### config.mk
export PLATFORM = sky130hd
export DESIGN_NAME = pwm_sample_decoder
export DESIGN_NICKNAME = d
export VERILOG_FILES = /design/src/rtl/tmnt_pkg.sv /design/src/rtl/pwm_sample_decoder_edge_sync.sv /design/src/rtl/pwm_sample_decoder.sv
export SDC_FILE = /design/constraint.sdc
export NUM_CORES = 1
export LEC_CHECK = 0
export ABC_AREA = 0
export CORE_ASPECT_RATIO = 0.7
export CORE_MARGIN = 2
export CORE_UTILIZATION = 59
export CTS_CLUSTER_DIAMETER = 80
export CTS_CLUSTER_SIZE = 28
export DETAILED_ROUTE_END_ITERATION = 12
export PLACE_DENSITY_LB_ADDON = 0.12
export SYNTH_ARGS = -nofsm -noshare
export SYNTH_HDL_FRONTEND = slang
export SYNTH_SLANG_ARGS = --single-unit
### constraint.sdc
create_clock -name hwclk -period 6.7 [get_ports hwclk]
set_clock_uncertainty 0.05 [all_clocks]
set_input_delay 1.34 -clock hwclk [delete_from_list [all_inputs] [get_ports hwclk]]
set_output_delay 1.34 -clock hwclk [all_outputs]
set_load 0.02 [all_outputs]
### src/rtl/tmnt_pkg.sv
// Shared PWM audio definitions: decoder state encoding and the frame geometry
// that the PWM generator and the loopback decoder must agree on.
package tmnt_pkg;

  typedef enum logic [1:0] {DEC_IDLE, DEC_SEEK, DEC_TRACK} pwm_dec_state_t;

  localparam int PWM_PERIOD   = 256;
  localparam int PWM_SAMPLE_W = 8;

endpackage

### src/rtl/pwm_sample_decoder_edge_sync.sv
// Brings the asynchronous PWM pin into the hwclk domain and flags rising edges
// of the synchronised level.
module pwm_edge_sync #(
  parameter int SYNC_STAGES = 2
) (
  input  logic i_clk,
  input  logic i_nrst,
  input  logic i_pin,
  output logic o_s,
  output logic o_rise
);

  logic [SYNC_STAGES-1:0] r_sync;
  logic                   r_s_d;

  always_ff @(posedge i_clk) begin
    if (!i_nrst) begin
      r_sync <= '0;
      r_s_d  <= 1'b0;
    end else begin
      r_sync <= {r_sync[SYNC_STAGES-2:0], i_pin};
      r_s_d  <= r_sync[SYNC_STAGES-1];
    end
  end

  assign o_s    = r_sync[SYNC_STAGES-1];
  assign o_rise = r_sync[SYNC_STAGES-1] & ~r_s_d;

endmodule

### src/rtl/pwm_sample_decoder.sv
// Recovers one duty-cycle sample per PWM frame from the synth's 1-bit output,
// aligning to frame-start rising edges and flagging edges that arrive mid-frame.
module pwm_sample_decoder
  import tmnt_pkg::*;
#(
  parameter int PERIOD      = PWM_PERIOD,
  parameter int SAMPLE_W    = PWM_SAMPLE_W,
  parameter int SYNC_STAGES = 2
) (
  input  logic                hwclk,
  input  logic                nrst,
  input  logic                enable,
  input  logic                pwm_in,
  output logic [SAMPLE_W-1:0] sample,
  output logic                sample_valid,
  output logic                locked,
  output logic                phase_err
);

  pwm_dec_state_t      r_state, w_next_state;
  logic [SAMPLE_W-1:0] r_pos, r_high_cnt, r_sample;
  logic                r_valid, r_locked, r_perr;

  logic                w_s, w_rise;
  logic                w_active, w_restart, w_frame_end;
  logic [SAMPLE_W-1:0] w_cur_pos, w_base;
  logic [SAMPLE_W:0]   w_total;

  function automatic logic [SAMPLE_W-1:0] sat_sample(input logic [SAMPLE_W:0] total);
    logic [SAMPLE_W-1:0] res;
    if (total[SAMPLE_W]) res = '1;
    else                 res = total[SAMPLE_W-1:0];
    return res;
  endfunction

  pwm_edge_sync #(.SYNC_STAGES(SYNC_STAGES)) u_sync (
    .i_clk  (hwclk),
    .i_nrst (nrst),
    .i_pin  (pwm_in),
    .o_s    (w_s),
    .o_rise (w_rise)
  );

  always_ff @(posedge hwclk) begin
    if (!nrst) r_state <= DEC_IDLE;
    else       r_state <= w_next_state;
  end

  always_comb begin
    w_next_state = r_state;
    if (!enable) begin
      w_next_state = DEC_IDLE;
    end else begin
      case (r_state)
        DEC_IDLE:  w_next_state = DEC_SEEK;
        DEC_SEEK:  if (w_rise) w_next_state = DEC_TRACK;
        DEC_TRACK: w_next_state = DEC_TRACK;
        default:   w_next_state = DEC_IDLE;
      endcase
    end
  end

  // A frame (re)starts on the seek edge or on a misplaced edge: that cycle is pos 0 with an empty count.
  always_comb begin
    w_active    = enable && ((r_state == DEC_TRACK) || (r_state == DEC_SEEK && w_rise));
    w_restart   = enable && (r_state == DEC_TRACK) && w_rise && (r_pos != '0);
    w_cur_pos   = (w_restart || r_state == DEC_SEEK) ? '0 : r_pos;
    w_base      = (w_restart || r_state == DEC_SEEK) ? '0 : r_high_cnt;
    w_total     = {1'b0, w_base} + {{SAMPLE_W{1'b0}}, w_s};
    w_frame_end = w_active && (w_cur_pos == SAMPLE_W'(PERIOD - 1));
  end

  always_ff @(posedge hwclk) begin
    if (!nrst) begin
      r_pos      <= '0;
      r_high_cnt <= '0;
      r_sample   <= '0;
      r_valid    <= 1'b0;
      r_locked   <= 1'b0;
      r_perr     <= 1'b0;
    end else if (!enable) begin
      r_pos      <= '0;
      r_high_cnt <= '0;
      r_valid    <= 1'b0;
      r_locked   <= 1'b0;
      r_perr     <= 1'b0;
    end else if (w_active) begin
      r_pos      <= w_cur_pos + SAMPLE_W'(1);
      r_high_cnt <= w_frame_end ? '0 : w_total[SAMPLE_W-1:0];
      r_valid    <= w_frame_end;
      if (w_frame_end) begin
        r_sample <= sat_sample(w_total);
        r_locked <= 1'b1;
      end
      if (w_restart) begin
        r_perr   <= 1'b1;
        r_locked <= 1'b0;
      end
    end else begin
      r_pos      <= '0;
      r_high_cnt <= '0;
      r_valid    <= 1'b0;
    end
  end

  assign sample       = r_sample;
  assign sample_valid = r_valid;
  assign locked       = r_locked;
  assign phase_err    = r_perr;

endmodule

; Word-level counts from Yosys, hierarchy flattened
; Cells that the tools add are included.
; Widths: inputs -> output; s select.
[op_classes]
n_addsub = 2
multipliers = 0
div_mod_pow = 0
magnitude_cmp = 0
eq_ne = 4
shifts = 0
mux = 7
bitwise = 5
reduce_logical = 17
[ops]
columns = op, n
row1 = $mux 8, 3
row2 = $add 8x1->9, 1
row3 = $add 8x1->8 const B, 1
row4 = $eq 8x8->1 const B, 1
row5 = $reduce_bool 8->1, 1
row6 = $logic_and 1x1->1, 6
row7 = $pmux 2 s3, 1
row8 = $reduce_and 2->1, 3
row9 = $reduce_and 3->1, 2
row10 = $not 1->1, 4
row11 = $reduce_or 4->1, 1
row12 = $eq 2x1->1 const B, 1
row13 = $eq 2x2->1 const B, 1
row14 = $logic_not 2->1, 1
row15 = $logic_or 1x1->1, 2
row16 = $mux 1, 2
row17 = $mux 2, 1
row18 = $ne 2x2->1 const B, 1
row19 = $reduce_bool 2->1, 1
row20 = $and 1x1->1, 1
[word_totals]
register_bits = 32
latchBits = 0
ramBits = 0
rom_bits = 0
in_bits = 4
out_inout_bits = 11
n_memories = 0

; Longest topological paths before layout
; Gate-level depths: netlist of the first run.
[depth]
depth_word = 10
depth_mapped = 13
mapped_depth_nobuf = 12

; Cells and area by module
; Synthesis of the first run repeated with hierarchy kept, for this count alone.
[unflattened]
hier_cells = 150
hier_area_um2 = 1475.2
[by_module_without_submodules]
columns = mod, n_inst, cells_each, area_each_um2, seq_area_each_um2
row1 = pwm_sample_decoder, 1, 143, 1382.6, 580.6
row2 = pwm_edge_sync, 1, 7, 92.6, 60.1

; Worst setup path before layout of the first run
; Ideal clock, no wire load.
[synth_timing]
kind = input port to flip-flop
startpoint = input enable
endpoint = register r_sample[0], in the netlist sample[0]
arrival_ns = 3.506
required_ns = 6.531
setup_slack_ns = 3.025
stages = 10
path_buffers = 1
path_cell_list = and4b_2 o21a_4 clkbuf_8 nor2_1 and2_2 ha_1 nand4_1 nor4b_1 nand3b_2 o221a_2
[synth_between]
elab_chain_len = 8
word_cells_on_any_way = 12
[synth_rtl]
columns = element, line_no
row1 = from (decl), pwm_sample_decoder.sv:12  ; input logic enable,
row2 = "parallel branches: the longest is 8 deep, another holds $add 8x1->9", -
row3 = to (signal assigned), pwm_sample_decoder.sv:92  ; r_sample <= sat_sample(w_total);
row4 = to (decl), pwm_sample_decoder.sv:21  ; logic [SAMPLE_W-1:0] r_pos, r_high_cnt, r_sample;
; Parallel ways; which one is timed is not known.
; A chain may end at the register's enable or synchronous reset.

; Worst setup path in the final report of the first run
; Ends and elaborated chain as after synthesis.

==> results of run 1 <==
[cell families after synthesis]
logic type	Yosys count	synth area share
AO/OA/AOI/OAI	25	0.147
AND/OR/NAND/NOR	58	0.248
buffers and inverters	11	0.0531
flip-flops	32	0.439
XOR/XNOR	8	0.0480
multiplexers	2	0.0137
adder cells (fa/ha/maj)	6	0.0514
[sequential cells by signal, indices dropped and copies added, names as in the netlist]
signal         count
sample_valid       1
r_pos              8
r_state            2
r_high_cnt         8
u_sync.r_s_d       1
phase_err          1
locked             1
sample             8
u_sync.r_sync      2
[metal layers]
layer | GRT usage | vias up
li1 | - | 557
met1 | 0.299 | 548
met2 | 0.335 | 42
met3 | 0.0817 | 6
met4 | 0.0522 | 0
met5 | 0 | -
[critical path: stages]
cell and delay (ns):
clkdlybuf4s50_1 0.45, and4b_2 0.29, o21a_4 0.17, nor2_1 0.22, and2_2 0.19, ha_1 0.22, nand4_1 0.17, nor4b_1 0.67
nand3b_2 0.30, o221a_2 0.32
[metrics by stage]
step / worst slack [ns] / hold WS (ns) / instances / cell area (um^2)
floorplan: 3.03 / 0.362 / 142 / 1460
global placement: 2.45 / 0.384 / 185 / 1590
detailed placement: 2.17 / 0.378 / 185 / 1590
CTS: 2.51 / 0.406 / 193 / 1660
global route: 2.38 / 0.429 / 193 / 1660
finish: 2.53 / 0.398 / 193 / 1660
[cell type report]
type,count,area [um^2]
Multi-Input combinational cell,99,742
Fill cell,209,738
Sequential cell,32,641
Timing Repair Buffer,14,140
Tap cell,34,42.5
Clock buffer,6,41.3
Clock inverter,2,35.0
Inverter,6,22.5
[synth_stat cells (3+ instances only)]
cell | number | area [um^2]
and2_1 | 6 | 37.5
inv_1 | 6 | 22.5
nor2_1 | 13 | 48.8
a211oi_1 | 5 | 37.5
xor2_1 | 6 | 52.6
nor3b_1 | 5 | 37.5
or3_1 | 3 | 18.8
nor3_1 | 4 | 20.0
dfxtp_1 | 32 | 641
o21ai_0 | 5 | 25.0
ha_1 | 6 | 75.1
nand2_1 | 5 | 18.8
nand4_1 | 3 | 18.8
nand3_1 | 6 | 30.0
o221a_2 | 6 | 67.6
[power by group through the flow]
stage / registers, uW / clock network [uW] / logic [uW]
final: 193 / 140 / 12.3
after global routing: 193 / 150 / 13.5
after detailed placement: 197 / 0 / 12.4
after CTS: 193 / 142 / 12.5
after floorplan: 197 / 0 / 9.51
after global placement: 197 / 0 / 11.4
[worst min-delay path by stage]
stage,from,endpoint,cells past startpoint
floorplan,u_sync.r_sync[0],u_sync.r_sync[1],1
global placement,u_sync.r_sync[0],u_sync.r_sync[1],1
detailed placement,u_sync.r_sync[0],u_sync.r_sync[1],1
CTS,u_sync.r_sync[0],u_sync.r_sync[1],1
global route,u_sync.r_sync[0],u_sync.r_sync[1],1
finish,u_sync.r_sync[0],u_sync.r_sync[1],1
==> summary by stage, run 1 <==
Worst setup path
The depth of the most critical reg-to-reg path is 9. The launch point of the worst reg-to-reg path is r_pos[0]. The critical path starts at enable. STA classifies the critical path startpoint as an input port. The end point of the critical path is sample[0]. The critical setup path kind is input port to flop.

In this run the critical register-to-register path is captured at sample[0]. The reg2reg setup slack is 3.26 ns. The critical path data required time is 6.87 ns. Along the worst path, the maximum fanout reaches 13. The worst setup path is captured at a flop. Data on the critical path arrives at its endpoint at 4.34 ns.

Finish
The top cell types in the final layout, fill and taps aside, are dfxtp_1, clkdlybuf4s50_1, nor2_1. The final core utilization is 0.693. The net count of the finished layout is 168.

The number of diodes is 0. Leaving out fill and tap cells, the most frequent cell in the layout is dfxtp_1. Of the cells placed in the final design, the portion with a size suffix greater than 1 is 0.151. The area overhead of the layout relative to synthesis is 14.0%.

Timing
Setup repair after global routing left no endpoint under its margin. The share of the clock period used by the worst path after layout is 0.623. The max-slew violation count was 0. The aggregate negative setup slack is 0 ns. Setup violations remaining at the end of the flow were counted as 0. For the finished layout, the period the worst path requires is 4.17 ns. The actual transition at the worst max-transition pin is 0.859 ns. The total count of hold-check failures in the final report was 0. Based on the critical path, the design can be clocked at up to 240 MHz.

The worst pin sits at a relative slew slack of 0.423.

Logic synthesis
The mapped cell area is 1460 um^2. Of all flip-flops after synthesis, the portion carrying an async set or reset was 0. The netlist uses 37 different library cells. The count of state elements after synthesis is 32.

Counting flops with a built-in enable in the synthesized netlist gives 0. The net count after synthesis is 152. The number of warnings issued by yosys is 0.

Counting every instance in the synthesized netlist gives 142. The per-instance average area after synthesis is 10.3 um^2. The main flop type after synthesis is dfxtp_1. Of the synthesized area, sequential elements account for 0.439.

Global routing
The first-pass GRT wire length is 4730 um. The number of global-route vias before repair is 962. The global-route usage over all layers is 0.219. Entering global routing, the biggest net connects 17 pins. After global routing the overflow that remains totals 0. The number of antenna violations at the first check in global routing is 0.

Clock network
Clock-pin slew was measured on the worst setup and hold paths at 0.10 ns. The clock tree synthesis step divided the H-tree into 2 levels. Hold repair after CTS inserted 0 buffers.

The CTS tree is yes. The buffer type at the clock tree root is clkbuf_4. The clock reaches the later pin of the worst-skew pair after 0.32 ns. The clock buffer count from CTS is 5. The clock passes through at most 2 buffers.

The number of setup buffers added after CTS is 0. The clock sink count is 32. The number of gates resized after cts is 0.

Power
The overall power after layout is 345 uW. The share of total power dissipated in the clock network is 0.405. The internal power of the cells totals 275 uW.

Of the total power, registers draw 0.559. The combinational share of power is 0.036. For this design the static power due to leakage is 0.000585 uW.

The net switching power of the design is 69.8 uW. The worst-case vdd ir drop is 149 uV. The net switching share of the total power is 0.203. Power spread over the standard cell area amounts to 207 nW/um^2.

Floorplan
The number of primary I/O pins is 15. In this run the vertical extent of the chip is 45.6 um. The floorplan step defined a core boundary enclosing 2400 um^2. The number of core rows is 15. For this configuration, the core starts out at a cell density of 0.608.

The die boundary width is 63.5 um. The die covers 2900 um^2.

Min path
The worst hold path belongs to the class flop to flop.

Detailed routing
The detailed-route via count is 1,153. Summed over all layers, the routed wires come to 2910 um. Dividing the detail-routed via count by the number of cells gives 5.97. Dividing the detail-routed wire length by the instance count gives 15.1 um.

The first routing iteration left 65 violations. The detailed-route DRC error count is 0. Once detail routing completed, the nets flagged for antenna violations numbered 0.

The wire length on met3 is 229 um. In the detailed route, the total length drawn on met2 is 1260 um. The detailed router put a total of 1400 um of wire on met1. The first-pass iteration count of the detailed router is 4.

The top layer used by detailed routing is met4.

Run
The max-capacitance violation count is 0.

Placed design
At the end of routability-driven placement, the weighted congestion stood at 0.881. The count of input and output buffers is 14. The detailed-placement wirelength estimate is 2170 um.

Outcome
The flow ran to the end, and the final reports show no timing, DRC or antenna violations.
Note: power is estimated with default switching activity, not from simulation.
==> run 2, diff against run 1 <==
--- a/config.mk
+++ b/config.mk
@@ -8,7 +8,7 @@
 export ABC_AREA = 0
 export CORE_ASPECT_RATIO = 0.7
 export CORE_MARGIN = 2
-export CORE_UTILIZATION = 59
+export CORE_UTILIZATION = 55
 export CTS_CLUSTER_DIAMETER = 80
 export CTS_CLUSTER_SIZE = 28
 export DETAILED_ROUTE_END_ITERATION = 12
==> constraint.sdc (replaced) <==
create_clock -name hwclk -period 4.05 [get_ports hwclk]
set_clock_uncertainty 0.05 [all_clocks]
set_input_delay 0.81 -clock hwclk [delete_from_list [all_inputs] [get_ports hwclk]]
set_output_delay 0.81 -clock hwclk [all_outputs]
set_load 0.02 [all_outputs]
==> summary by stage, run 2 (synthesized netlist as in run 1, its figures left out) <==
Worst setup path
STA puts the critical path data arrival time at 3.70 ns. The cell repeated most along the worst path is ha_1. In this run the worst path has a maximum fanout of 13. Traced cell by cell, the critical path runs through clkdlybuf4s50_1 > and4b_2 > o21a_4 > nor2_1 > and2_1 > ha_1 > ha_1 > nand2_1 > or4b_2 > nand3b_2 > o221a_2. The cell count along the critical path is 11. Measured in cells, the most critical reg-to-reg path has a length of 10. The critical setup path kind is input port to flop. The family with the most delay on the worst path is simple AND/OR/NAND/NOR gates. The element type at the critical path start is an input port. The slowest library cell on the worst path is or4b_2. The type of element capturing the critical path is a flop. The maximum cell stage delay along the critical path is 0.64 ns. STA puts the critical path data required time at 4.22 ns.

Together, buffers and inverters on the worst path number 1.

Detailed routing
For this run, design rule violations remaining after detail routing come to 0. The first-pass iteration count of the detailed router is 4. Dividing the detail-routed via count by the number of cells gives 5.80. The routed layout has 1,131 vias. Once detail routing completed, the nets flagged for antenna violations numbered 0. After detailed routing, the average wire length per cell comes to 14.7 um. The post-detailed-routing wire length is 2870 um.

The number of DRC markers after the initial detailed-route iteration is 100.

Finish
The area overhead of the layout relative to synthesis is 15.9%. The final layout net count is 170. The commonest non-fill, non-tap cell in the layout is dfxtp_1. In the final layout, the share of cells above drive strength 1 is 0.155. The library cells used most frequently in the layout, excluding fill and tap cells, are dfxtp_1, clkdlybuf4s50_1, nor2_1. The number of antenna diodes in the final layout is 0.

Floorplan
The floorplan step defined a die boundary enclosing 3090 um^2. The die boundary width is 65.6 um. The starting utilization of the core area is 0.585. In this run the vertical extent of the chip is 47.1 um.

The core region is 2500 um^2. 15 I/O pins were placed. The floorplan has 15 rows.

Power
The leakage power total is 0.000599 uW. The worst-case vdd ir drop is 254 uV. Overall power consumption after layout is estimated at 588 uW. In this run the power density over the cells is 347 nW/um^2.

Outcome
The run finished with clean final reports.

Global routing
The first-pass GRT wire length is 4890 um. Summed over all layers, the global routing overflow is 0. Entering global routing, the biggest net connects 17 pins.

The number of antenna violations at the first check in global routing is 0. The number of global-route vias before repair is 1,045. The global-route usage over all layers is 0.214.

Timing
The total count of hold-check failures in the final report is 0. The max-slew headroom at the worst pin is 0.621. The max-slew violation count is 0. The minimum clock period is 3.52 ns. Setup violations remaining at the end of the flow were counted as 0. Static timing analysis puts the maximum clock frequency at 284 MHz.

Setup repair after global routing left no endpoint under its margin. In the final timing run, aggregate negative setup slack is 0 ns. The worst slack on hold paths is 0.393 ns. The share of the clock period used by the worst path after layout is 0.870. At the pin with the least slew margin, the transition time is 0.568 ns.

Clock network
The clock buffer count from CTS is 5. The clock transition at the register clock pins on the worst setup and hold paths after CTS is 0.06 ns. The maximum level of the CTS H-tree is 2. The number of hold buffers added after CTS was 0. The CTS tree is yes.

The buffer type at the clock tree root is clkbuf_8. For this design, the sink count on the clock tree is 32. Clock latency on the worst-skew pair, taken at its later pin, is 0.28 ns. Counting along the longest clock path gives a buffer depth of 2.

The number of setup buffers added after CTS is 0. The number of gates resized after cts is 0.

Min path
The worst hold path depth is 1. The worst min-delay path category is flop to flop.

Run
Across the run, the number of max-cap violations was 0.

Placed design
The global placer's final weighted congestion is 0.915. Detailed placement finished with a half-perimeter wire length of 2030 um. The count of buffers added on input and output ports is 14.
run 2: cell count changes in the layout (fill, tap and decap cells not counted), sizes merged:
cell / previous run / this run
clkinv: 1 / 0
clkbuf: 6 / 8
buf: 0 / 2
bufinv: 1 / 0
run 2: layout make-up:
| cell class | count | area, um^2 |
|---|---|---|
| inverter | 6 | 22.5 |
| tap | 34 | 42.5 |
| clock buffer | 8 | 90.1 |
| multi-input combinational | 99 | 742 |
| fill | 214 | 803 |
| timing repair buffer | 16 | 155 |
| sequential | 32 | 641 |
run 2: layer usage:
metal / global-route usage / share of wire / wire length, um
met4: 0.0667 / 0.0056 / 16
met1: 0.285 / 0.51 / 1450
met2: 0.339 / 0.45 / 1280
met3: 0.0671 / 0.043 / 123
met5: 0 / 0 / 0
run 2: final timing paths:
kind | endpoint | slack, ns | start
setup / recovery | sample[0] | 0.53 | enable
hold / removal | u_sync.r_sync[1] | 0.39 | u_sync.r_sync[0]
setup reg to reg | sample[0] | 0.77 | r_pos[0]
hold reg to reg | u_sync.r_sync[1] | 0.39 | u_sync.r_sync[0]
run 2: report_power, final:
group	internal, uW	leakage, uW	switching, uW
Sequential	317	0.000258	1.86
Clock	138	0.0000455	111
Combinational	8.19	0.000295	11.8
Total	464	0.000599	124
run 2: per-stage QoR:
step	worst slack, ns	cells	util	cell area, um^2
4_1_cts	0.558	195	0.678	1690
6_report	0.525	195	0.678	1690
3_3_place_gp	0.404	187	0.642	1600
5_1_grt	0.388	195	0.678	1690
3_5_place_dp	0.292	187	0.642	1600
2_1_floorplan	0.905	142	-	1460
run 2: worst reg2reg max path: cells and delay by family, from the launching register on:
kind / cells / cell delay [ns]
AO/OA/AOI/OAI: 2 / 0.49
flip-flops: 1 / 0.36
adder cells (fa/ha/maj): 2 / 0.39
AND/OR/NAND/NOR: 6 / 1.94
